`src/rtl/div_pkg.sv`:
```
// Shared types and constants for the divider issue/collect control path.
// State encoding, default core latency and the divide-by-zero quotient fill.
package div_pkg;

    typedef enum logic [1:0] {
        IDLE   = 2'd0,
        LAUNCH = 2'd1,
        WAIT   = 2'd2,
        DONE   = 2'd3
    } div_state_e;

    // A divide-by-zero returns an all-ones quotient of whatever width is in use.
    localparam logic DBZ_FILL_BIT = 1'b1;

    // Worst-case cycles the shift-subtract core needs from start to stable result.
    function automatic int div_latency(input int width);
        return 2 * width + 2;
    endfunction

endpackage

```
`src/rtl/div_issue_ctrl.sv`:
```
// Issue/collect stage for the shift-subtract divider: one division in flight.
// Latency: WAIT_CYCLES+2 cycles accept-to-result, 1 cycle for divide-by-zero.
// Backpressure: in_ready only in IDLE; result held stable until out_ready.
module div_issue_ctrl
    import div_pkg::*;
#(
    parameter int WIDTH       = 4,
    parameter int WAIT_CYCLES = div_latency(WIDTH)
) (
    input  logic                 clk,
    input  logic                 rst_n,
    input  logic                 in_valid,
    output logic                 in_ready,
    input  logic [2*WIDTH-1:0]   in_dividend,
    input  logic [WIDTH-1:0]     in_divisor,
    output logic                 div_start,
    output logic [2*WIDTH-1:0]   div_dividend,
    output logic [WIDTH-1:0]     div_divisor,
    input  logic [2*WIDTH-1:0]   div_quotient,
    input  logic [2*WIDTH-1:0]   div_remainder,
    output logic                 out_valid,
    input  logic                 out_ready,
    output logic [2*WIDTH-1:0]   out_quotient,
    output logic [2*WIDTH-1:0]   out_remainder,
    output logic                 out_dbz
);

    localparam int CW = $clog2(WAIT_CYCLES + 1);
    localparam logic [CW-1:0] CNT_LOAD = CW'(WAIT_CYCLES - 1);

    div_state_e           state_q, state_d;
    logic [CW-1:0]        cnt_q, cnt_d;
    logic [2*WIDTH-1:0]   dvd_q, dvd_d;
    logic [WIDTH-1:0]     dvs_q, dvs_d;
    logic [2*WIDTH-1:0]   quo_q, quo_d;
    logic [2*WIDTH-1:0]   rem_q, rem_d;
    logic                 dbz_q, dbz_d;

    always_ff @(posedge clk) begin
        if (!rst_n) begin
            state_q <= IDLE;
            cnt_q   <= '0;
            dvd_q   <= '0;
            dvs_q   <= '0;
            quo_q   <= '0;
            rem_q   <= '0;
            dbz_q   <= 1'b0;
        end else begin
            state_q <= state_d;
            cnt_q   <= cnt_d;
            dvd_q   <= dvd_d;
            dvs_q   <= dvs_d;
            quo_q   <= quo_d;
            rem_q   <= rem_d;
            dbz_q   <= dbz_d;
        end
    end

    always_comb begin
        state_d   = state_q;
        cnt_d     = cnt_q;
        dvd_d     = dvd_q;
        dvs_d     = dvs_q;
        quo_d     = quo_q;
        rem_d     = rem_q;
        dbz_d     = dbz_q;
        in_ready  = 1'b0;
        div_start = 1'b0;
        out_valid = 1'b0;

        case (state_q)
            IDLE: begin
                in_ready = 1'b1;
                if (in_valid) begin
                    dvd_d = in_dividend;
                    dvs_d = in_divisor;
                    if (in_divisor == '0) begin
                        // Zero divisor never reaches the core; answer immediately.
                        quo_d   = {(2*WIDTH){DBZ_FILL_BIT}};
                        rem_d   = in_dividend;
                        dbz_d   = 1'b1;
                        state_d = DONE;
                    end else begin
                        state_d = LAUNCH;
                    end
                end
            end
            LAUNCH: begin
                div_start = 1'b1;
                cnt_d     = CNT_LOAD;
                state_d   = WAIT;
            end
            WAIT: begin
                if (cnt_q == '0) begin
                    quo_d   = div_quotient;
                    rem_d   = div_remainder;
                    dbz_d   = 1'b0;
                    state_d = DONE;
                end else begin
                    cnt_d = cnt_q - CW'(1);
                end
            end
            DONE: begin
                out_valid = 1'b1;
                if (out_ready) begin
                    state_d = IDLE;
                end
            end
            default: begin
                state_d = IDLE;
            end
        endcase
    end

    assign div_dividend  = dvd_q;
    assign div_divisor   = dvs_q;
    assign out_quotient  = quo_q;
    assign out_remainder = rem_q;
    assign out_dbz       = dbz_q;

endmodule

```
`config.mk`:
```
export PLATFORM = sky130hd
export DESIGN_NAME = div_issue_ctrl
export DESIGN_NICKNAME = d
export VERILOG_FILES = /design/src/rtl/div_pkg.sv /design/src/rtl/div_issue_ctrl.sv
export SDC_FILE = /design/constraint.sdc
export NUM_CORES = 1
export LEC_CHECK = 0
export ABC_AREA = 1
export CAP_MARGIN = 25
export CELL_PAD_IN_SITES_DETAIL_PLACEMENT = 1
export CELL_PAD_IN_SITES_GLOBAL_PLACEMENT = 1
export CORE_ASPECT_RATIO = 0.75
export CORE_MARGIN = 5
export CORE_UTILIZATION = 30
export CTS_CLUSTER_DIAMETER = 30
export DETAILED_ROUTE_END_ITERATION = 10
export GPL_ROUTABILITY_DRIVEN = 0
export GPL_TIMING_DRIVEN = 0
export PLACE_DENSITY_LB_ADDON = 0.1
export SLEW_MARGIN = 20
export SYNTH_ARGS = -nofsm -noshare
export SYNTH_HDL_FRONTEND = slang
export SYNTH_SLANG_ARGS = --single-unit
```
`constraint.sdc`:
```
create_clock -name clk -period 1.8 [get_ports clk]
set_input_delay 0.18 -clock clk [delete_from_list [all_inputs] [get_ports clk]]
set_output_delay 0.18 -clock clk [all_outputs]
set_load 0.02 [all_outputs]
```
Yosys cells after proc, flatten, opt, wreduce, memory -nomap -nowiden
Index checks and enable logic that the tools add are counted.
Storage, ports and cells
  register bits: 35
  RAM bits: 0
  memories kept: 0
  bits of input ports: 32
  latch bits: 0
  ROM bits: 0
Operators by class
  reductions and logical operators: 9
  $add $sub $neg: 1
  $mul: 0
  eq/ne operators: 8
  order comparisons: 0
  shifts and indexed selects: 0
  divide/modulo/power cells: 0
  muxes and demuxes: 22
  bitwise logic cells: 0
Operators with widths (number)
  2-to-1 mux 8 bit: 6
  case mux 8 bit (2 select lines): 2
  != test 2 bit, second input constant: 5
  logical NOT 4 bit: 2
  2-to-1 mux 2 bit: 4
  case mux 2 bit (4 select lines): 1
  case mux 4 bit (2 select lines): 1
  2-to-1 mux 1 bit: 6
  == test 2 bit, second input constant: 2
  2-to-1 mux 4 bit: 1
  AND reduction 2 bit: 2
  AND reduction 4 bit: 1
  nonzero test 2 bit: 2
  subtractor 4 x 1 -> 4 bit, second input constant: 1
  AND reduction 3 bit: 1
  == test 2 x 1 -> 1 bit, second input constant: 1
  logical NOT 2 bit: 1
  case mux 1 bit (2 select lines): 1

Logic depth before layout (Yosys ltp)
  word-level depth: 4
  gate-level depth with buffers: 10

Worst setup path after synthesis
OpenSTA, ideal clock, no wires.
  path type: reg2reg
  start point: register state_q[0]
  end point: register dbz_q (netlist: out_dbz)
  setup slack: 296 ps
  stages on the path, launching flop included: 9
  setup time: 115 ps
  data arrival time: 1389 ps
  buffers on the path: 1
  cells stage by stage: dfxtp_1 -> inv_1 -> ha_1 -> inv_1 -> nand2_1 -> nand2_2 -> buf_4 -> a21oi_1 -> nor2_1
Between the ends
  cells in the longest elaborated chain, start to end: 3
  elaborated cells on any way between the ends: 8
  those cells by class: eq/ne: 4; mux: 1; reduce/logical: 3
RTL lines
  from (decl): line div_issue_ctrl.sv:31  | div_state_e state_q, state_d;
  from (signal assigned): line div_issue_ctrl.sv:49  | state_q <= state_d;
  == test 2 bit or logical NOT 2 bit (tied branches): line div_issue_ctrl.sv:71  | case (state_q)
  != test 2 bit (no line) or nonzero test 2 bit (tied branches)
  AND reduction 4 bit (no line)
  to (signal assigned): line div_issue_ctrl.sv:55  | dbz_q <= dbz_d;
  to (decl): line div_issue_ctrl.sv:37  | logic dbz_q, dbz_d;
Parallel ways exist; a longest one is shown, timed or not.
A chain may end at the register's enable or synchronous reset.

Final worst setup path
  start point: register state_q[1]
  end point: output port div_start
Between the ends
  cells in the longest elaborated chain, start to end: 2
RTL lines
  == test 2 x 1 -> 1 bit: line div_issue_ctrl.sv:71
  2-to-1 mux 1 bit: line div_issue_ctrl.sv:71
  to (decl): line div_issue_ctrl.sv:16  | output logic div_start,
No other way between the ends.

==> impl_metrics.yaml <==
status:
  status: "complete, no violations"
hold_path:
  min_delay_path_depth: 3
  hp-start: "rst_n"
  holdPathEnd: "cnt_q[3]"
  holdCritPathClass: "input port to flop"
logic_synthesis:
  ys_ff_latch: 35
  synthFlopType: "dfxtp_1"
  synth_commonest_cells: "58 x nor2_1, 40 x nand2_1, 35 x dfxtp_1"
  yosysTopAreaCellShare_pct: 41.2
  yosysSeqAreaShare_pct: 41.2
  yosysMostFrequentCell: "nor2_1"
  synth_warnings: 0
  syn_inst: 237
  yosys.cell_types.count: 19
  synth_edf_count: 0
  avgSynthCellArea_um2: 7.17
  syn_nets: 275
  yosys.area.top_type: "dfxtp_1"
  yosys-top-cells-area: "dfxtp_1 41%, nor2_1 13%, nand2_1 8.8%"
  synthArstFlopShare_pct: 0
  synth_area_mm2: 0.00170
sta:
  fin_tns_setup_ns: 0
  setup-violations-final: 0
  tightest_slew_ns: 0.399
  finalCritPeriodShare_pct: 93.5
  slew_headroom_pct: 73.4
  fin_crit_ns: 1.68
  rsz0062_at_grt: "no"
  slew_violations: 0
  finalHoldViolations: 0
  fmax_mhz: 594
  setup_ws_ns: 0.117
  finalClockSkew_ns: 0.00639
critical_path:
  rr_worst_depth: 9
  cp_max_fo: 3
  crit_type: "flop to output port"
  r2r-start: "state_q[0]"
  cp-end-kind: "output port"
  startpoint_type: "flop"
  required_ns: 1.62
  cp.arrival_ns: 1.50
  r2r-end: "out_remainder[7]"
  reg2reg_slack_ns: 0.16
power:
  p_seq_share_pct: 31.3
  netSwitchingFraction_pct: 40.8
  p_int_mw: 2.07
  p_switching_mw: 1.43
  p_leak_nw: 1.07
  ir_drop_uv: 508
  p_clk_share_pct: 16.6
  power.density_mw_per_mm2: 1380
  combinationalPowerShare_pct: 52.0
  p_total_mw: 3.49
floorplanning:
  rows: 23
  initial_core_util_pct: 31.4
  ios: 64
  die_h_um: 75.2
  die_w_um: 96.9
  core_mm2: 0.00541
  die_area_mm2: 0.00728
placement:
  pre_cts_ws_ns: 0.148
  placed_cells_incl_taps: 374
  io_buffers: 62
  dp_hpwl_um: 3880
  placed_cell_area_mm2: 0.00241
clocking:
  cts-buffers-inserted: 5
  htree_levels: 2
  clk_latency_ns: 0.28
  numClockSinks: 35
  root_buffer: "clkbuf_8"
  postCtsHoldBufs: 0
  cts_tree: "yes"
  path_clk_slew_ns: 0.07
  clockBufferDepth: 2
global_route:
  overflow: 0
  gr-usage-all-layers_pct: 14.6
  grt_max_degree: 11
  antenna_found_initial: 0
  grt_pass1_wl_um: 8450
  grt_pass1_vias: 1731
routing:
  drt_iter0_drc: 31
  drc: 0
  drt_first_pass_iters: 4
  ant_nets: 0
  vias_per_cell: 4.36
  num_vias: 1669
  wl_um: 4990
  wire_per_inst_um: 13.0
cells_and_area:
  multiInputGateArea_um2: 843
  design_area_mm2: 0.00252
  final_nets: 346
  fillers: 711
  area_growth_pct: 48.5
  stdcell_count: 383
  diodes: 0
  seqCellArea_um2: 701
  final_layout_size_suffix_gt1_share_pct: 11.0
run:
  cap_violations: 0
critical path: stages (launching register included):
cell and delay, ns:
dfxtp_1 0.33, inv_1 0.10, ha_1 0.18, clkdlybuf4s50_1 0.61
sequential cells by signal (all words and copies together) (netlist names):
signal         flops
out_dbz            1
div_divisor        4
cnt_q              4
state_q            2
out_quotient       8
div_dividend       8
out_remainder      8
per-stage QoR:
stage / hold WS [ns] / util [%]
floorplan: 0.327 / -
global placement: 0.447 / 44.6
detailed placement: 0.466 / 44.6
CTS: 0.261 / 46.2
global route: 0.312 / 46.6
finish: 0.261 / 46.6
per-layer routing:
| metal | share of wire [%] | track usage (%) | up-vias |
|---|---|---|---|
| li1 | - | - | 878 |
| met1 | 53 | 20.3 | 753 |
| met2 | 42 | 22.0 | 34 |
| met3 | 4.1 | 4.35 | 4 |
| met4 | 0.82 | 4.67 | 0 |
| met5 | 0 | 0 | - |
worst max-delay path by stage:
stage / start / endpoint / slack, ns
detailed placement: state_q[0] / out_remainder[2] / 0.15
finish: state_q[1] / div_start / 0.12
global route: state_q[0] / out_quotient[2] / 0.006
CTS: state_q[1] / div_start / 0.09
global placement: in_divisor[1] / out_remainder[7] / 0.15
floorplan: state_q[0] / out_dbz / 0.30
power by group through the flow:
| stage | clock, mW | sequential (mW) | combinational (mW) |
|---|---|---|---|
| after floorplan | 0 | 1.28 | 0.976 |
| after global placement | 0 | 1.11 | 1.78 |
| after detailed placement | 0 | 1.11 | 1.81 |
| after CTS | 0.610 | 1.10 | 1.81 |
| after global routing | 0.641 | 1.12 | 2.05 |
| final | 0.581 | 1.09 | 1.82 |
kinds of logic (layout without fill, tap and decap cells):
kind of cell | Yosys count | after routing | share of synthesized area (%)
flops | 35 | 35 | 41.2
buf+inv | 33 | 104 | 9.13
fa+ha+maj | 6 | 6 | 4.42
mux | 8 | 8 | 4.71
compound gates | 27 | 27 | 8.62
simple gates | 128 | 128 | 31.9
cells in the final DEF, fill, tap and decap left out, drive strengths merged, types with 6 or more instances in the layout:
master / count
inv: 20
or2: 9
o21ai: 13
mux2i: 8
dfxtp: 35
buf: 11
nand3: 15
nor2: 58
a21oi: 14
clkbuf: 9
nand2: 45
clkdlybuf4s50: 61
ha: 6
layout make-up:
type / count / area share (%)
Sequential cell: 35 / 27.8
Timing Repair Buffer: 64 / 25.1
Multi-Input combinational cell: 169 / 33.4
Tap cell: 75 / 3.72
Inverter: 21 / 3.27
Clock inverter: 1 / 0.198
Buffer: 12 / 3.17
Clock buffer: 6 / 3.27
timing repair:
| item | 4_1_cts | 5_1_grt |
|---|---|---|
| buffers inserted | 0 | 2 |
| endpoints found under the hold margin | 0 | 0 |
| resized for setup | 1 | 2 |
| gates cloned | 0 | 0 |
| setup endpoints to repair | 1 | 4 |
Note: power is estimated with default switching activity, not from simulation.
